### src/rtl/io_display_pkg.sv
// rtl/io_display_pkg.sv - shared types and constants for the hex display controller
package io_display_pkg;

    typedef enum logic [1:0] {
        S_LOAD,
        S_SHIFT,
        S_STORE
    } state_t;

    localparam int NUM_CH    = 3;
    localparam int CONV_BITS = 7;
    localparam int CLAMP_MAX = 99;

    localparam logic [6:0] SEG_BLANK = 7'b1111111;

    // Active-low segment codes, bit order {g,f,e,d,c,b,a}
    localparam logic [6:0] SEG_0 = 7'b1000000;
    localparam logic [6:0] SEG_1 = 7'b1111001;
    localparam logic [6:0] SEG_2 = 7'b0100100;
    localparam logic [6:0] SEG_3 = 7'b0110000;
    localparam logic [6:0] SEG_4 = 7'b0011001;
    localparam logic [6:0] SEG_5 = 7'b0010010;
    localparam logic [6:0] SEG_6 = 7'b0000010;
    localparam logic [6:0] SEG_7 = 7'b1111000;
    localparam logic [6:0] SEG_8 = 7'b0000000;
    localparam logic [6:0] SEG_9 = 7'b0010000;

endpackage

### src/rtl/seg7_decode.sv
// rtl/seg7_decode.sv - BCD digit to active-low 7-segment decoder
module seg7_decode
    import io_display_pkg::*;
(
    input  logic [3:0] digit,
    output logic [6:0] seg
);

    // Nibbles above 9 never come out of the converter; show them blank
    always_comb begin
        seg = SEG_BLANK;
        case (digit)
            4'd0:    seg = SEG_0;
            4'd1:    seg = SEG_1;
            4'd2:    seg = SEG_2;
            4'd3:    seg = SEG_3;
            4'd4:    seg = SEG_4;
            4'd5:    seg = SEG_5;
            4'd6:    seg = SEG_6;
            4'd7:    seg = SEG_7;
            4'd8:    seg = SEG_8;
            4'd9:    seg = SEG_9;
            default: seg = SEG_BLANK;
        endcase
    end

endmodule

### src/rtl/io_hex_display.sv
// rtl/io_hex_display.sv - round-robin clamped double-dabble driver for six 7-segment digits
module io_hex_display
    import io_display_pkg::*;
#(
    parameter bit BLANK_LZ = 1'b1
) (
    input  logic        clock,
    input  logic        reset,
    input  logic [31:0] value0,
    input  logic [31:0] value1,
    input  logic [31:0] value2,
    output logic [6:0]  hex0,
    output logic [6:0]  hex1,
    output logic [6:0]  hex2,
    output logic [6:0]  hex3,
    output logic [6:0]  hex4,
    output logic [6:0]  hex5,
    output logic        led0,
    output logic        led1,
    output logic        led2,
    output logic        frame_done
);

    state_t               state;
    state_t               state_next;
    logic [1:0]           ch;
    logic [CONV_BITS-1:0] bin;
    logic [7:0]           bcd;
    logic [7:0]           bcd_adj;
    logic [2:0]           cnt;
    logic                 ovf_pending;
    logic [31:0]          sample;
    logic [6:0]           seg_tens_raw;
    logic [6:0]           seg_tens;
    logic [6:0]           seg_ones;

    // Pick the port belonging to the channel about to be loaded
    always_comb begin
        sample = value0;
        case (ch)
            2'd1:    sample = value1;
            2'd2:    sample = value2;
            default: sample = value0;
        endcase
    end

    // Add-3 correction on each BCD nibble ahead of the shift
    always_comb begin
        bcd_adj = bcd;
        if (bcd[3:0] >= 4'd5) bcd_adj[3:0] = bcd[3:0] + 4'd3;
        if (bcd[7:4] >= 4'd5) bcd_adj[7:4] = bcd[7:4] + 4'd3;
    end

    seg7_decode u_tens (.digit(bcd[7:4]), .seg(seg_tens_raw));
    seg7_decode u_ones (.digit(bcd[3:0]), .seg(seg_ones));

    // Leading-zero blanking only affects the tens digit
    always_comb begin
        seg_tens = seg_tens_raw;
        if (BLANK_LZ && (bcd[7:4] == 4'd0)) seg_tens = SEG_BLANK;
    end

    // Next-state logic: one load, CONV_BITS shifts, one store
    always_comb begin
        state_next = state;
        case (state)
            S_LOAD:  state_next = S_SHIFT;
            S_SHIFT: if (cnt == 3'(CONV_BITS - 1)) state_next = S_STORE;
            S_STORE: state_next = S_LOAD;
            default: state_next = S_LOAD;
        endcase
    end

    // State register
    always_ff @(posedge clock) begin
        if (reset) state <= S_LOAD;
        else       state <= state_next;
    end

    // Conversion datapath and registered display outputs
    always_ff @(posedge clock) begin
        if (reset) begin
            ch          <= 2'd0;
            bin         <= '0;
            bcd         <= '0;
            cnt         <= '0;
            ovf_pending <= 1'b0;
            hex0        <= SEG_BLANK;
            hex1        <= SEG_BLANK;
            hex2        <= SEG_BLANK;
            hex3        <= SEG_BLANK;
            hex4        <= SEG_BLANK;
            hex5        <= SEG_BLANK;
            led0        <= 1'b0;
            led1        <= 1'b0;
            led2        <= 1'b0;
            frame_done  <= 1'b0;
        end else begin
            frame_done <= 1'b0;
            case (state)
                S_LOAD: begin
                    // Full-width compare so large values never wrap into range
                    if (sample > 32'(CLAMP_MAX)) begin
                        bin         <= CONV_BITS'(CLAMP_MAX);
                        ovf_pending <= 1'b1;
                    end else begin
                        bin         <= sample[CONV_BITS-1:0];
                        ovf_pending <= 1'b0;
                    end
                    bcd <= '0;
                    cnt <= '0;
                end
                S_SHIFT: begin
                    {bcd, bin} <= {bcd_adj, bin} << 1;
                    cnt        <= cnt + 3'd1;
                end
                S_STORE: begin
                    case (ch)
                        2'd0: begin
                            hex0 <= seg_ones;
                            hex1 <= seg_tens;
                            led0 <= ovf_pending;
                        end
                        2'd1: begin
                            hex2 <= seg_ones;
                            hex3 <= seg_tens;
                            led1 <= ovf_pending;
                        end
                        default: begin
                            hex4 <= seg_ones;
                            hex5 <= seg_tens;
                            led2 <= ovf_pending;
                        end
                    endcase
                    frame_done <= (ch == 2'(NUM_CH - 1));
                    ch         <= (ch == 2'(NUM_CH - 1)) ? 2'd0 : ch + 2'd1;
                end
                default: ;
            endcase
        end
    end

endmodule

### config.mk
export PLATFORM = sky130hd
export DESIGN_NAME = io_hex_display
export DESIGN_NICKNAME = d
export VERILOG_FILES = /design/src/rtl/io_display_pkg.sv /design/src/rtl/seg7_decode.sv /design/src/rtl/io_hex_display.sv
export SDC_FILE = /design/constraint.sdc
export NUM_CORES = 1
export LEC_CHECK = 0
export CAP_MARGIN = 0
export CORE_MARGIN = 2
export CORE_UTILIZATION = 45
export CTS_BUF_LIST = sky130_fd_sc_hd__clkbuf_16
export CTS_CLUSTER_DIAMETER = 40
export CTS_CLUSTER_SIZE = 10
export DETAILED_ROUTE_END_ITERATION = 8
export GPL_TIMING_DRIVEN = 0
export PLACE_DENSITY_LB_ADDON = 0.3
export SLEW_MARGIN = 20
export SYNTH_ARGS = -nofsm -noshare
export SYNTH_HDL_FRONTEND = slang
export SYNTH_SLANG_ARGS = --single-unit
### constraint.sdc
create_clock -name clock -period 5.05 [get_ports clock]
set_input_delay 1.01 -clock clock [delete_from_list [all_inputs] [get_ports clock]]
set_output_delay 1.01 -clock clock [all_outputs]
set_load 0.01 [all_outputs]
==> results of run 1 <==
==> per-layer routing <==
metal / global-route usage (%) / share of wire [%] / vias up
li1: - / - / 2010
met1: 34.7 / 43 / 1953
met2: 43.7 / 48 / 158
met3: 6.88 / 7.1 / 25
met4: 8.75 / 2.0 / 0
met5: 0 / 0 / -
==> state kept, by name, indices dropped and copies added (netlist names) <==
signal       count
bin              7
state            2
hex4             7
u_tens.seg       7
hex3             7
cnt              3
hex2             7
ovf_pending      1
led0             1
led1             1
hex0             7
frame_done       1
u_ones.seg       7
ch               2
hex5             7
led2             1
bcd              8
hex1             7
==> report_power, final <==
group          internal (W)  leakage [nW]  total, W  switching, W
sequential         0.000661         0.673  0.000666    0.00000506
combinational     0.0000811          1.59  0.000131     0.0000498
clock              0.000385         0.140  0.000654      0.000269
total               0.00113          2.40   0.00145      0.000324
==> through the flow <==
step	power [W]	area, sq um	hold slack [ps]	instances	setup slack (ps)
final	0.00145	5890	452	742	2190
after CTS	0.00146	5890	457	742	2290
after detailed placement	0.000809	5590	449	726	1960
after global placement	0.000806	5590	435	726	1960
after global routing	0.00150	5890	479	742	2020
after floorplan	0.000715	4020	427	475	2740
==> Yosys cell counts (5+ instances only) <==
cell,number,share of area (%)
a21oi_1,26,3.2
a22oi_1,7,1.3
and3_1,7,1.1
buf_2,7,0.87
buf_4,6,1.1
clkbuf_1,17,1.6
dfxtp_1,83,41
ha_1,20,6.2
inv_1,13,1.2
nand2_1,87,8.1
nand3_1,23,2.9
nor2_1,34,3.2
nor3_1,11,1.4
nor4_1,21,3.3
o211ai_1,23,4.3
o21ai_0,8,1.0
o21ai_1,5,0.62
==> path summary, 6_finish.rpt <==
check | cells past startpoint | startpoint | endpoint
setup / recovery | 7 | value1[16] | bin[0]
hold / removal | 2 | bin[0] | bin[0]
setup reg to reg | 12 | bcd[5] | u_tens.seg[0]
hold reg to reg | 2 | bin[0] | bin[0]
==> kinds of logic after synthesis <==
group | after synthesis
AOI/OAI and AO/OA | 111
xor gates and xnor gates | 3
adders and majority gates | 20
buffers and inverters | 47
DFF | 83
muxes | 1
and+or+nand+nor | 210
==> area by class of cell <==
class                   count  area [sq um]  area share, %
plain buffers              31           155           2.63
clock buffers               9           225           3.82
clock inverters             7          75.1           1.27
inverters                  16          60.1           1.02
multi-input cells         345          2140           36.4
flip-flops and latches     83          1660           28.2
well taps                 108           135           2.29
repair buffers            143          1430           24.3
==> worst max-delay path: stages <==
cell and delay, ps:
clkdlybuf4s50_1 480, nor4_1 450, nand4_1 240, a22oi_1 250, a21oi_1 150, o31ai_1 360, a21oi_1 110
==> results by group, run 1 <==
Final layout
  • Number of fill cells: 710
  • Most frequent cells in the layout: clkdlybuf4s50_1 (143), nand2_1 (87), dfxtp_1 (83)
  • Fraction of layout instances using a drive strength above 1: 8.68%
  • # diodes: 0
  • Layout area overhead: 46.4%
  • Final net count: 747
  • Most common cell after layout, fill and taps aside: clkdlybuf4s50_1
  • Fin util: 67.8%

Pwr
  • Peak VDD IR: 0.176 mV
  • P_leak: 2.40 nW
  • Power per Cell Area: 246 nW/um^2

Die
  • Area of the core: 8680 sq um
  • IO Count: 144
  • Die area: 9710 sq um
  • # rows: 34
  • Die Ht: 98.5 um
  • Initial Util: 46.3%
  • Die Width: 98.5 um

Timing
  • Final Hold Vio Count: 0
  • Total negative slack: 0 ps
  • Rel. slew slack: 41.8%
  • Worst Skew: 6.21 ps
  • Minimum clock period: 2860 ps
  • Setup violators final: 0
  • Fmax: 349 MHz
  • Least-Margin Pin Slew: 871 ps
  • Period utilization: 56.7%
  • RSZ-0062 raised after global routing: no
  • Max Slew Vio Count: 0

Clocking
  • Hold-fix buffers at CTS: 0
  • H-tree Lvls: 3
  • Inserted Clock Buffers: 9
  • Clock-pin slew on the worst setup and hold paths: 60 ps
  • Post_cts resized: 0
  • CTS tree: yes
  • Post CTS Setup Buffer Count: 0
  • Clk buf depth: 2
  • Clock Latency Late Sink: 340 ps
  • Clk sinks: 83
  • CTS Root Cell: clkbuf_16

Global routing
  • Initial antenna violation count: 0
  • Largest net degree at the start of global routing: 16
  • First-pass GRT wire length: 20.6 mm
  • Vias in the first global route: 4210
  • GRT Total Usage: 26.8%
  • Grt total ovfl: 0

Placement
  • PortBufs: 143
  • RD Place Congestion: 1.03
  • DP HPWL: 10.1 mm

Route
  • Routed Antenna Nets: 0
  • First-pass DRT Iterations: 5
  • Via count of the routed design: 4146
  • Vias per cell: 5.59
  • DRC viols: 0
  • Routed wire length: 12.8 mm
  • WL/cell: 17.3 um
  • DR iter-0 viols: 295

Worst hold path
  • Min-Delay Path Class: reg -> reg

Critical path
  • Critical path required time: 5250 ps
  • Critical path class: in -> reg
  • Arrival @ worst endpoint: 3060 ps
  • R2R Setup Slk: 2270 ps
  • Critical path startpoint category: input pin
  • Crit path capture type: register
  • CP max FO: 3

Synth
  • Yosys warns: 0
  • Synthesized area: 4020 sq um
  • Post-synth cell types: 62
  • Number of flops mapped to enable cells by yosys: 0
  • Xor/xnor share of the synthesized area: 0.653%
  • Syn nets: 593
  • Mux cell area share after synthesis: 0.249%
  • Main combinational cell family by area after synthesis: simple AND/OR/NAND/NOR gates
  • Post-synthesis compound-gate area fraction: 20.6%
  • Yosys reg bits: 83
  • Synth Area in Adders: 6.22%
  • Cell count after synthesis: 475
  • Synth Area per Inst: 8.47 sq um
  • Fraction of registers with async set/reset: 0%
  • Top FF cell, synth: dfxtp_1
  • Sequential area share after synthesis: 41.3%
  • Post-Synth Simple-Gate Area: 25.6%

Job
  • Max Cap Viol: 0

Run status
  • Outcome: finished, final reports clean
No activity file was read; power rests on OpenSTA's default activity.
==> run 2, diff against run 1 <==
==> constraint.sdc (replaced) <==
create_clock -name clock -period 2.7 [get_ports clock]
set_input_delay 0.54 -clock clock [delete_from_list [all_inputs] [get_ports clock]]
set_output_delay 0.54 -clock clock [all_outputs]
set_load 0.01 [all_outputs]
==> results by group, run 2 (synthesis results as in run 1) <==
Placement
  • Placed insts: 726
  • RD Place Congestion: 1.03
  • Area after DPL: 5590 sq um
  • DP HPWL: 10.1 mm
  • PortBufs: 143

Final layout
  • Fin util: 68.2%
  • # diodes: 0
  • Register Area: 1660 sq um
  • Number of fill cells: 710
  • Layout area overhead: 47.1%
  • Reg with most FFs: bcd
  • Fraction of layout instances using a drive strength above 1: 9.31%
  • Final Cell Area: 5920 sq um
  • Non-Filler Instances: 742
  • Multi-input logic area: 2170 sq um
  • Final net count: 747
  • Most common cell after layout, fill and taps aside: clkdlybuf4s50_1
  • Max FFs per register: 8
  • Most frequent cells in the layout: clkdlybuf4s50_1 (143), nand2_1 (87), dfxtp_1 (82)

Timing
  • Max Slew Vio Count: 0
  • Least-Margin Pin Slew: 830 ps
  • Minimum clock period: 2550 ps
  • Setup violators final: 0
  • RSZ-0062 raised after global routing: no
  • Fmax: 392 MHz
  • Worst Skew: 5.96 ps
  • Final Hold Vio Count: 0
  • Period utilization: 94.4%
  • Rel. slew slack: 44.5%

Pwr
  • Internal power: 0.00211 W
  • P_leak: 2.41 nW
  • Power Total: 0.00272 W
  • Power share of the combinational group: 9.0%
  • Sw power: 0.000610 W
  • Sequential Power Share: 45.8%
  • Sw frac: 22.5%
  • Clock Power Share: 45.2%
  • Power per Cell Area: 460 nW/um^2
  • Peak VDD IR: 0.333 mV

Die
  • IO Count: 144
  • Area of the core: 8680 sq um
  • Die area: 9710 sq um
  • Die Ht: 98.5 um
  • Initial Util: 46.3%
  • Die Width: 98.5 um
  • # rows: 34

Critical path
  • Worst reg2reg path depth: 10
  • Critical path class: reg -> reg
  • Crit path capture type: register
  • Critical path startpoint category: register
  • Critical path, cell by cell: inv_1, ha_1, nand2b_1, a21oi_1, or3_4, a21oi_4, inv_1, ha_1, nor4_2, nor3_1
  • Crit path max-delay cell type: or3_4
  • Slowest stage delay, CP: 410 ps
  • Delay-heaviest family, CP: simple AND/OR/NAND/NOR gates
  • CP max FO: 4
  • Critical path required time: 2910 ps
  • Levels on crit path: 10
  • R2R Setup Slk: 150 ps
  • Arrival @ worst endpoint: 2760 ps
  • Worst flop-to-flop path startpoint: bcd[0]
  • Bufs and invs on worst path: 2
  • Critical R2R Capture: u_tens.seg[3]

Clocking
  • Post CTS Setup Buffer Count: 0
  • CTS tree: yes
  • Clk sinks: 83
  • Clk buf depth: 2
  • Clock Latency Late Sink: 340 ps
  • Clock-pin slew on the worst setup and hold paths: 60 ps
  • Inserted Clock Buffers: 9
  • CTS Root Cell: clkbuf_16
  • H-tree Lvls: 3

Route
  • Routed wire length: 12.8 mm
  • DR iter-0 viols: 275
  • WL/cell: 17.3 um
  • First-pass DRT Iterations: 5
  • Via count of the routed design: 4168
  • DRC viols: 0
  • Vias per cell: 5.62
  • Routed Antenna Nets: 0

Run status
  • Outcome: finished, final reports clean

Global routing
  • Grt total ovfl: 0
  • Vias in the first global route: 4210
  • First-pass GRT wire length: 20.6 mm
  • Largest net degree at the start of global routing: 16
  • Initial antenna violation count: 0
  • GRT Total Usage: 26.8%

Worst hold path
  • Min-Delay Path Class: reg -> reg
  • Hold path cells: 2
  • HP Start: bin[0]
  • Hold Path Sink: bin[0]

Job
  • Max Cap Viol: 0
[run 2: cell counts in the layout (fill, tap and decap cells not counted)]
Identical to the previous run, type by type.
[run 2: per-stage QoR]
stage / setup slack (ps) / hold WS, ps / setup TNS [ps]
floorplan: 413 / 427 / 0
global placement: 78.9 / 435 / 0
detailed placement: -29.0 / 449 / -50.5
CTS: 86.7 / 457 / 0
global route: 4.91 / 479 / 0
finish: 152 / 452 / 0
[run 2: worst max path at each step]
stage               start       endpoint  slack [ps]
5_1_grt            bcd[5]  u_tens.seg[3]           5
3_5_place_dp       bcd[5]  u_tens.seg[0]         -30
3_3_place_gp   value1[23]         bin[0]          80
6_report           bcd[0]  u_tens.seg[3]         150
4_1_cts            bcd[5]  u_tens.seg[0]          90
2_1_floorplan      bcd[5]  u_tens.seg[0]         410
[run 2: worst reg2reg max path: stages, from the launching register on]
cell and delay, ps:
dfxtp_2 370, inv_1 100, ha_1 250, nand2b_1 130
a21oi_1 110, or3_4 410, a21oi_4 230, inv_1 110
ha_1 330, nor4_2 300, nor3_1 80
[run 2: final cells by class]
class / count / share of cell area, %
Sequential cell: 83 / 28.1
Multi-Input combinational cell: 345 / 36.7
Timing Repair Buffer: 143 / 24.2
Clock inverter: 7 / 1.27
Clock buffer: 9 / 3.81
Tap cell: 108 / 2.28
Buffer: 31 / 2.62
Inverter: 16 / 1.02
[run 2: metal layers]
layer	vias to the layer above	share of wire [%]	wire [um]	global-route usage (%)
met1	1978	43	5560	34.7
li1	2008	-	-	-
met5	-	0	0	0
met4	0	2.2	278	8.75
met2	154	48	6110	43.7
met3	28	6.9	881	6.88
[run 2: repair_timing]
item / 4_1_cts / 5_1_grt
resized for setup: 1 / 4
gates cloned: 0 / 0
hold buffers: 0 / 0
endpoints found under the setup margin: 2 / 3
[run 2: power groups by stage]
stage               Combinational, W  Clock (W)  Sequential (W)
finish                      0.000245    0.00123         0.00125
global route                0.000261    0.00129         0.00125
CTS                         0.000243    0.00123         0.00124
detailed placement          0.000241          0         0.00127
global placement            0.000236          0         0.00127
floorplan                  0.0000678          0         0.00127
==> run 3, diff against run 2 <==
==> constraint.sdc (replaced) <==
create_clock -name clock -period 3 [get_ports clock]
set_input_delay 0.6 -clock clock [delete_from_list [all_inputs] [get_ports clock]]
set_output_delay 0.6 -clock clock [all_outputs]
set_load 0.01 [all_outputs]
==> results by group, run 3 (synthesis results as in run 1) <==
Final layout
  • Non-Filler Instances: 742
  • Most frequent cells in the layout: clkdlybuf4s50_1 (143), nand2_1 (87), dfxtp_1 (83)
  • Fraction of layout instances using a drive strength above 1: 8.83%
  • Final Cell Area: 5890 sq um
  • Most common cell after layout, fill and taps aside: clkdlybuf4s50_1
  • Final net count: 747
  • Max FFs per register: 8
  • Layout area overhead: 46.5%
  • # diodes: 0
  • Reg with most FFs: bcd

Die
  • # rows: 34
  • Die area: 9710 sq um
  • Die Width: 98.5 um
  • Area of the core: 8680 sq um
  • Die Ht: 98.5 um
  • Initial Util: 46.3%
  • IO Count: 144

Placement
  • DP HPWL: 10.1 mm
  • Area after DPL: 5590 sq um
  • Placed insts: 726
  • RD Place Congestion: 1.03
  • PortBufs: 143

Worst hold path
  • Hold Path Sink: bin[0]
  • Min-Delay Path Class: reg -> reg
  • Hold path cells: 2
  • HP Start: bin[0]

Critical path
  • CP max FO: 4
  • Worst flop-to-flop path startpoint: bcd[0]
  • Critical path class: reg -> reg
  • Crit path capture type: register
  • Critical path required time: 3210 ps
  • R2R Setup Slk: 310 ps
  • Worst reg2reg path depth: 10
  • Critical path startpoint category: register
  • Critical R2R Capture: u_tens.seg[3]
  • Arrival @ worst endpoint: 2900 ps

Pwr
  • Power Total: 0.00245 W
  • Internal power: 0.00190 W
  • Power share of the combinational group: 9.0%
  • P_leak: 2.41 nW
  • Sw frac: 22.5%
  • Peak VDD IR: 0.300 mV
  • Power per Cell Area: 415 nW/um^2
  • Clock Power Share: 45.2%
  • Sw power: 0.000550 W
  • Sequential Power Share: 45.8%

Timing
  • Setup violators final: 0
  • RSZ-0062 raised after global routing: no
  • Period utilization: 89.7%
  • Final Hold Vio Count: 0
  • Total negative slack: 0 ps
  • Minimum clock period: 2690 ps
  • WHS: 453 ps
  • Max Slew Vio Count: 0
  • Rel. slew slack: 46.3%
  • Fmax: 372 MHz
  • Least-Margin Pin Slew: 803 ps
  • Worst Skew: 6.33 ps

Global routing
  • Largest net degree at the start of global routing: 16
  • GRT Total Usage: 26.8%
  • Initial antenna violation count: 0
  • Vias in the first global route: 4210
  • Grt total ovfl: 0
  • First-pass GRT wire length: 20.6 mm

Route
  • DR iter-0 viols: 316
  • Via count of the routed design: 4195
  • Max Used Layer: met4
  • WL/cell: 17.3 um
  • First-pass DRT Iterations: 5
  • Met1 WL: 5.56 mm
  • Routed wire length: 12.9 mm
  • DRC viols: 0
  • Routed Antenna Nets: 0
  • Met3 WL: 936 um
  • Vias per cell: 5.65
  • Met2 wire length: 6.16 mm

Clocking
  • CTS tree: yes
  • CTS Root Cell: clkbuf_16
  • Hold-fix buffers at CTS: 0
  • Clock-pin slew on the worst setup and hold paths: 60 ps
  • Clock Latency Late Sink: 340 ps
  • Post CTS Setup Buffer Count: 0
  • H-tree Lvls: 3
  • Clk buf depth: 2
  • Inserted Clock Buffers: 9
  • Clk sinks: 83
  • Post_cts resized: 0

Job
  • Max Cap Viol: 0

Run status
  • Outcome: finished, final reports clean
[run 3: cell counts in the layout (fill, tap and decap cells not counted)]
No cell type changed its count.
[run 3: area by class of cell]
type | instances | area, sq um
buffer | 31 | 155
clock buffer | 9 | 225
clock inverter | 7 | 75.1
fill | 709 | 2790
inverter | 16 | 60.1
multi-input combinational | 345 | 2150
sequential | 83 | 1660
tap | 108 | 135
timing repair buffer | 143 | 1430
[run 3: metal layers]
layer / up-vias / GRT usage [%]
li1: 2008 / -
met1: 1996 / 34.7
met2: 169 / 43.7
met3: 22 / 6.88
met4: 0 / 8.75
met5: - / 0
[run 3: how the worst max path moves through the flow]
stage	to	slack, ps	from	cells after the start
2_1_floorplan	u_tens.seg[0]	710	bcd[5]	12
3_3_place_gp	bin[0]	320	value1[23]	7
3_5_place_dp	u_tens.seg[0]	270	bcd[5]	12
4_1_cts	u_tens.seg[0]	240	bcd[5]	12
5_1_grt	u_tens.seg[3]	160	bcd[5]	12
6_report	u_tens.seg[3]	310	bcd[0]	10
[run 3: power groups by stage]
stage                     sequential, W  combinational [W]  clock (W)
final                           0.00112           0.000220    0.00111
after global routing            0.00112           0.000234    0.00116
after CTS                       0.00112           0.000218    0.00111
after detailed placement        0.00114           0.000217          0
after global placement          0.00114           0.000212          0
after floorplan                 0.00114          0.0000611          0
[run 3: critical path: stages, from the launching register on]
cell      delay (ps)
dfxtp_1          400
inv_1            120
ha_1             250
nand2b_1         130
a21oi_1          120
or3_4            410
a21oi_4          230
inv_1            110
ha_1             320
nor4_1           380
nor3_1            90
[run 3: metrics by stage]
step / util, % / worst slack [ps]
finish: 67.9 / 309
global route: 67.9 / 157
CTS: 67.8 / 240
detailed placement: 64.4 / 271
global placement: 64.4 / 319
floorplan: - / 713
